==> config.mk <==
export PLATFORM = sky130hd
export DESIGN_NAME = decode_stage
export DESIGN_NICKNAME = d
export VERILOG_FILES = /design/src/rtl/decode_stage.sv
export SDC_FILE = /design/constraint.sdc
export NUM_CORES = 2
export LEC_CHECK = 0
export CAP_MARGIN = 20
export CORE_MARGIN = 5
export CORE_UTILIZATION = 35
export DETAILED_ROUTE_END_ITERATION = 8
export MAX_ROUTING_LAYER = met4
export PLACE_DENSITY = 0.5
export SYNTH_ARGS = -nofsm -noshare
export SYNTH_HDL_FRONTEND = slang
export SYNTH_SLANG_ARGS = --single-unit
==> constraint.sdc <==
create_clock -name clk -period 4.04 [get_ports clk]
set_input_delay 1.01 -clock clk [delete_from_list [all_inputs] [get_ports clk]]
set_output_delay 1.01 -clock clk [all_outputs]
set_load 0.005 [all_outputs]
==> src/rtl/decode_stage.sv <==
// Y86-64 decode stage: F->D register, 15x64 register file, operand forwarding
// from E/M/W, load/use hazard detection and the D->E pipeline register.
module decode_stage #(
  parameter logic [3:0] RSP_ID    = 4'd4,
  parameter logic [3:0] RNONE     = 4'hF,
  parameter logic [3:0] NOP_ICODE = 4'h1
) (
  input  logic         clk,
  input  logic         rst_n,
  input  logic [144:0] decode_reg,
  input  logic         D_stall,
  input  logic         D_bubble,
  input  logic         E_bubble,
  input  logic [3:0]   e_dstE,
  input  logic [63:0]  e_valE,
  input  logic [3:0]   M_dstE,
  input  logic [63:0]  M_valE,
  input  logic [3:0]   M_dstM,
  input  logic [63:0]  m_valM,
  input  logic [3:0]   W_dstE,
  input  logic [63:0]  W_valE,
  input  logic [3:0]   W_dstM,
  input  logic [63:0]  W_valM,
  output logic [216:0] execute_reg,
  output logic         load_use
);

  localparam logic [144:0] D_NOP = {1'b1, NOP_ICODE, 4'h0, RNONE, RNONE, 64'd0, 64'd0};
  localparam logic [216:0] E_NOP = {1'b1, NOP_ICODE, 4'h0, 192'd0, RNONE, RNONE, RNONE, RNONE};

  logic [144:0] d_q, d_d;
  logic [216:0] e_q, e_d;
  logic [63:0]  rf_q [0:14];

  logic [3:0]  d_icode, d_ifun, d_ra, d_rb;
  logic [63:0] d_valc, d_valp;
  logic [3:0]  d_srca, d_srcb, d_dste, d_dstm;
  logic [63:0] d_vala, d_valb;

  assign d_icode = d_q[143:140];
  assign d_ifun  = d_q[139:136];
  assign d_ra    = d_q[135:132];
  assign d_rb    = d_q[131:128];
  assign d_valc  = d_q[127:64];
  assign d_valp  = d_q[63:0];

  always_comb begin
    d_d = d_q;
    if (!D_stall) begin
      d_d = D_bubble ? D_NOP : decode_reg;
    end
  end

  always_ff @(posedge clk or negedge rst_n) begin
    if (!rst_n) begin
      d_q <= D_NOP;
    end else begin
      d_q <= d_d;
    end
  end

  always_comb begin
    d_srca = RNONE;
    d_srcb = RNONE;
    d_dste = RNONE;
    d_dstm = RNONE;
    case (d_icode)
      4'h2, 4'h4, 4'h6, 4'hA: d_srca = d_ra;
      4'h9, 4'hB:             d_srca = RSP_ID;
      default:                d_srca = RNONE;
    endcase
    case (d_icode)
      4'h4, 4'h5, 4'h6:       d_srcb = d_rb;
      4'h8, 4'h9, 4'hA, 4'hB: d_srcb = RSP_ID;
      default:                d_srcb = RNONE;
    endcase
    case (d_icode)
      4'h2, 4'h3, 4'h6:       d_dste = d_rb;
      4'h8, 4'h9, 4'hA, 4'hB: d_dste = RSP_ID;
      default:                d_dste = RNONE;
    endcase
    case (d_icode)
      4'h5, 4'hB: d_dstm = d_ra;
      default:    d_dstm = RNONE;
    endcase
  end

  // Nearest producer wins; the register file is the last resort and never sees RNONE.
  function automatic logic [63:0] fwd_val(input logic [3:0] src);
    if (src == RNONE)       return 64'd0;
    else if (src == e_dstE) return e_valE;
    else if (src == M_dstM) return m_valM;
    else if (src == M_dstE) return M_valE;
    else if (src == W_dstM) return W_valM;
    else if (src == W_dstE) return W_valE;
    else                    return rf_q[src];
  endfunction

  always_comb begin
    d_vala = fwd_val(d_srca);
    d_valb = fwd_val(d_srcb);
    if (d_icode == 4'h7 || d_icode == 4'h8) begin
      d_vala = d_valp;
    end
  end

  // Port M is written after port E so a shared destination keeps the load value.
  always_ff @(posedge clk or negedge rst_n) begin
    if (!rst_n) begin
      for (int i = 0; i < 15; i++) begin
        rf_q[i] <= 64'd0;
      end
    end else begin
      if (W_dstE != RNONE) rf_q[W_dstE] <= W_valE;
      if (W_dstM != RNONE) rf_q[W_dstM] <= W_valM;
    end
  end

  always_comb begin
    e_d = {d_q[144], d_icode, d_ifun, d_valc, d_vala, d_valb, d_dste, d_dstm, d_srca, d_srcb};
    if (E_bubble) begin
      e_d = E_NOP;
    end
  end

  always_ff @(posedge clk or negedge rst_n) begin
    if (!rst_n) begin
      e_q <= E_NOP;
    end else begin
      e_q <= e_d;
    end
  end

  assign execute_reg = e_q;

  always_comb begin
    load_use = 1'b0;
    if ((e_q[215:212] == 4'h5 || e_q[215:212] == 4'hB) && e_q[11:8] != RNONE &&
        (e_q[11:8] == d_srca || e_q[11:8] == d_srcb)) begin
      load_use = 1'b1;
    end
  end

endmodule
Yosys cells after proc, flatten, opt, wreduce, memory -nomap -nowiden
Cells that the tools add are included. Widths: inputs -> output; s select.

Order comparisons: 6. Eq/ne operators: 29. Mux-type cells: 34. Bitwise logic cells: 4. Reductions and logical operators: 13.

Operators with widths (number): $bwmux 960 (2); $mux 960 (2); $mux 64 (19); $bmux 64 s4 (2); $demux 64 s4 (2); $mux 217 (1); $mux 145 (1); $eq 4x4->1 (12); $eq 4x4->1 const B (7); $pmux 4 s2 (3); $eq 4x3->1 const B (5); $ge 5x5->1 const B (4); $not 4->5 (4); $ne 4x4->1 const B (3); $lt 5x1->1 const B (2); $eq 4x2->1 const B (2); $reduce_or 4->1 (2); $reduce_or 3->1 (2); $logic_and 1x1->1 (4); $mux 4 (1); $reduce_or 2->1 (2); $logic_or 1x1->1 (3); $mux 1 (1).

Bits in registers: 1322. Bits of input ports: 490. Logic and storage cells: 103.

Depth between registers and ports, before layout
Depth after elaboration: 15. Depth in mapped cells: 14. Mapped depth without buffers: 8.

Worst setup path before layout
No wires, ideal clock.

Path kind: register -> output. Start: register d_q[142]. End: output load_use. Data arrival time: 2.328 ns. Data required time: 3.030 ns. Slack: 0.702 ns. Stages on the path, launching flop included: 11. Path through: dfrtp_1 buf_4 nand2b_1 buf_4 a211oi_4 clkbuf_1 clkbuf_1 xnor2_1 a211oi_1 o211ai_1 a21oi_1.

Longest elaborated chain between the ends: 7. Elaborated cells on any way between the ends: 19. Those cells by class: eq/ne: 10; mux: 3; reduce/logical: 6.

RTL lines: start: declaration (RTL line 31) `logic [144:0] d_q, d_d;`; start signal: assignment (RTL line 56) `d_q <= D_NOP;`; start signal: assignment (RTL line 58) `d_q <= d_d;`; $eq 4x4->1 (tied with other cells) (RTL line 67, 72); $reduce_or 4->1 (tied with other cells) (RTL line 67) `case (d_icode)`; $pmux 4 s2, on equally long branches (RTL line 67, 72); $eq 4x4->1 (RTL line 139) `(e_q[11:8] == d_srca || e_q[11:8] == d_srcb)) begin`; $logic_or 1x1->1 * (RTL line 139); $logic_and 1x1->1 * (RTL line 138) `if ((e_q[215:212] == 4'h5 || e_q[215:212] == 4'hB) && e_q[11:8] != RNONE &&`; $mux 1 * (RTL line 138); end: declaration (RTL line 25) `output logic load_use`.

Mark *: on every way between the ends. The rest lies on a longest branch, timed or not.

Worst setup path in the final report
Start: register d_q[140]. End: register e_q[128] (netlist: execute_reg[128]).

Longest elaborated chain between the ends: 15. Elaborated cells on any way between the ends: 30. Those cells by class: eq/ne: 14; mux: 12; bitwise: 1; reduce/logical: 3.

RTL lines: $eq 4x4->1 (tied with other cells) (RTL line 67); $reduce_or 4->1 or $reduce_or 2->1 (tied branches) (RTL line 67); $pmux 4 s2 (RTL line 67); $not 4->5 (not written as such) (RTL line 96) `else return rf_q[src];`; $bmux 64 s4 (RTL line 96); $mux 64 (not written as such) (2 in a row) (RTL line 96); $mux 64 (RTL line 95) `else if (src == W_dstE) return W_valE;`; $mux 64 (RTL line 94) `else if (src == W_dstM) return W_valM;`; $mux 64 (RTL line 93) `else if (src == M_dstE) return M_valE;`; $mux 64 (RTL line 92) `else if (src == M_dstM) return m_valM;`; $mux 64 (RTL line 91) `else if (src == e_dstE) return e_valE;`; $mux 64 (RTL line 90) `if (src == RNONE) return 64'd0;`; $mux 64 * (RTL line 102) `if (d_icode == 4'h7 || d_icode == 4'h8) begin`; $mux 217 * (RTL line 121) `if (E_bubble) begin`; via e_d[128] (RTL line 32) `logic [216:0] e_q, e_d;`; end signal: assignment (RTL line 128) `e_q <= E_NOP;`; end signal: assignment (RTL line 130) `e_q <= e_d;`; end: declaration (RTL line 32).

Mark *: on every way through the listed nets, which the timed path passes. The rest lies on a longest branch. The select of a mux whose other input is x is not followed. A chain may end at the register's enable or synchronous reset.

==> metrics <==
Final setup violation count=0; final wirelength=around 450,000 um; worst-margin pin slew=1.14 ns; ys async rst share=100%; syn avg cell area=between 8 and 9 sq um; fmax=about 250 MHz; TritonCTS clock tree=built; Seq pwr share=roughly 41%; Max-slew headroom=a little under a quarter; dpl hpwl=about 300,000 um; Compound-Gate Fraction of Synth Area=roughly 27%; post-synthesis sequential area ratio=roughly 42%; commonest non-fill, non-tap cell in the layout=dfrtp_1; Post-Synth Adder-Cell Area=0%; Final Power=between 40 and 50 mW; CTS clk-pin slew, worst paths=roughly 0.06 ns; status=finished, final reports clean; Residual DRC=0; Overflow after GRT=0; die area=roughly 230,000 sq um; vias in the first global route=75,400; post-layout instance area=roughly 97,000 sq um; Comb pwr share=25.2%; PortBufs=707; antenna-violating nets left=0; Initial DRC Count=12,100; worst hold path type=in2async; Die W=approximately 480 um; Clk pwr share=around 34%; die height=482 um; max-slew violations=0; Syn. warnings=0; Placed Instance Area=91,200 sq um; CP Launch Type=register; Core Footprint=roughly 220,000 sq um; total vias in the final route=~80,000; worst reg2reg path endpoint=execute_reg[128]; arrival time of the worst setup path=between 4 and 5 ns; Initial Util=35.2%; Worst Setup End Kind=register; register area=~33,000 sq um; initial antenna violation count=68; Max FO, Critical Path=27; Largest register FFs=between 900 and 1,000; DR vias/cell=around 6.5; Leakage Power=approximately 41 nW; RSZ-0062 raised after global routing=false; worst r2r src=d_q[140]; # nets final=approximately 9,700; largest net degree at the start of global routing=roughly 140; Synth Register Bits=~1,300; most frequent cells in the layout=dfrtp_1, nand2_1, o21ai_0; Clock Latency Late Sink=about 0.85 ns; drt pass-1 iters=7; Synth Area in XOR/XNOR=less than 1%; maximum vdd drop=roughly 0.51 mV; global-route usage over all layers=38.1%; std cell rows=about 170; r2r worst-path depth=10; largest family of logic cells by synthesized area=compound AO/OA/AOI/OAI gates; first-pass GRT wire length=between 600,000 and 700,000 um; Post-Synth Simple-Gate Area=approximately an eighth; Net Switching=14.9 mW; area occupied by multi-input gates=between 40,000 and 50,000 sq um; max-cap check violation count=0; H-tree depth=4; post-synthesis mux area share=~12%; r2r setup slk=between 0.03 and 0.04 ns; CP required=~4.8 ns; cell area power density=453 nW/um^2; Final period util=between 90 and 100%; post-DR wirelength/cell=approximately 36 um; skew final=between 0.04 and 0.05 ns; Root Buffer Master=clkbuf_16; Sink Count=approximately 1,300; EDFF count, synth=0; Num CTS Buffers=about 160; cell count after synthesis=around 8,800; final critical-path required period=~4 ns; area delta synth->final=23.8%; Final Hold Fails=0; I/O pins=~710; WS Path Type=reg2reg; Post-Syn Area=approximately 78,000 sq um; hold buffer count at cts=0; GP Congestion=between 0.9 and 1; predominant post-synthesis flop cell=dfrtp_1; Clock Path Buffers=3; post-synth cell types=73; Fill cells=around 22,000; Switching Share=between 30 and 40%; syn_nets=9,317; layout cells sized above 1=under 10%; Pint=28.9 mW
==> cell families (layout without fill, tap and decap cells) <==
group,Yosys count,after routing
AOI/OAI and AO/OA,3247,3247
xor gates and xnor gates,35,35
buffers and inverters,1049,1513
DFF,1322,1322
muxes,930,930
other,0,70
and+or+nand+nor,2244,2244
==> worst max-delay path: stages (launching register included) <==
cell	delay [ns]
dfstp_4	0.50
buf_4	0.15
nor4_4	0.67
nor2_4	0.29
a31oi_2	0.52
buf_4	0.23
inv_1	0.07
nor2_4	0.50
buf_12	0.28
o21ai_0	0.40
o21ai_1	0.26
==> cells in the mapped netlist (63+ instances only) <==
cell type	number	area (sq um)
dfrtp_1	1294	32400
nand2_1	1068	4010
o21ai_0	1029	5150
mux2i_1	922	9230
clkbuf_1	825	3100
a21oi_1	729	3650
nor2_1	514	1930
o211ai_1	293	2200
a211oi_1	244	1830
a221o_1	232	2320
a221oi_1	172	1510
a22oi_1	166	1250
nand2b_1	164	1030
or3_1	130	813
nor2b_1	102	638
buf_2	101	505
buf_1	91	342
and3_1	74	463
o221ai_1	66	578
o21ai_1	63	315
==> worst max path at each step <==
stage | startpoint | end | depth (start not counted)
2_1_floorplan | d_q[142] | load_use | 10
3_3_place_gp | d_q[143] | execute_reg[128] | 10
3_5_place_dp | d_q[143] | execute_reg[128] | 10
4_1_cts | d_q[140] | load_use | 8
5_1_grt | d_q[143] | load_use | 10
6_report | d_q[140] | execute_reg[128] | 10
==> per-stage QoR <==
step | instances | utilization (%) | hold slack [ns] | setup TNS [ns] | setup slack, ns
6_report | 12300 | 43.6 | 0.105 | 0 | 0.0376
5_1_grt | 12300 | 43.5 | 0.102 | 0 | 0.00487
4_1_cts | 12300 | 43.5 | 0.0763 | 0 | 0.0496
3_5_place_dp | 12000 | 41.1 | 0.464 | -0.0223 | -0.0223
3_3_place_gp | 12000 | 41.1 | 0.456 | -0.124 | -0.0835
2_1_floorplan | 8827 | - | 0.442 | 0 | 0.702
==> layer usage <==
layer / wire [um] / vias to the layer above / global-route usage (%)
met1: 178000 / 39500 / 48.9
li1: - / 33200 / -
met4: 24200 / 0 / 18.2
met3: 60100 / 1260 / 14.0
met2: 186000 / 6034 / 52.9
met5: 0 / - / -
==> final cells by class <==
| class | count | area share (%) |
|---|---|---|
| Multi-Input combinational cell | 6456 | 42.8 |
| Sequential cell | 1322 | 34.2 |
| Timing Repair Buffer | 1224 | 13.5 |
| Clock buffer | 239 | 4.85 |
| Tap cell | 2975 | 3.85 |
| Clock inverter | 35 | 0.513 |
| Antenna cell | 70 | 0.181 |
| Inverter | 15 | 0.0582 |
==> power by group through the flow <==
| stage | clock, mW | combinational [mW] | sequential [mW] |
|---|---|---|---|
| after global routing | 15.5 | 11.8 | 18.1 |
| after global placement | 0 | 10.6 | 17.9 |
| after CTS | 15.0 | 10.8 | 17.7 |
| final | 14.9 | 11.1 | 17.9 |
| after detailed placement | 0 | 10.7 | 17.9 |
| after floorplan | 0 | 6.08 | 17.2 |
==> what timing repair did <==
item                       4_1_cts  5_1_grt
setup endpoints to repair        3        1
gates resized for setup         24        2
setup buffers                    5        2
pin swaps                        7        3
hold endpoints to repair         0        0
Note: power is estimated with default switching activity, not from simulation.
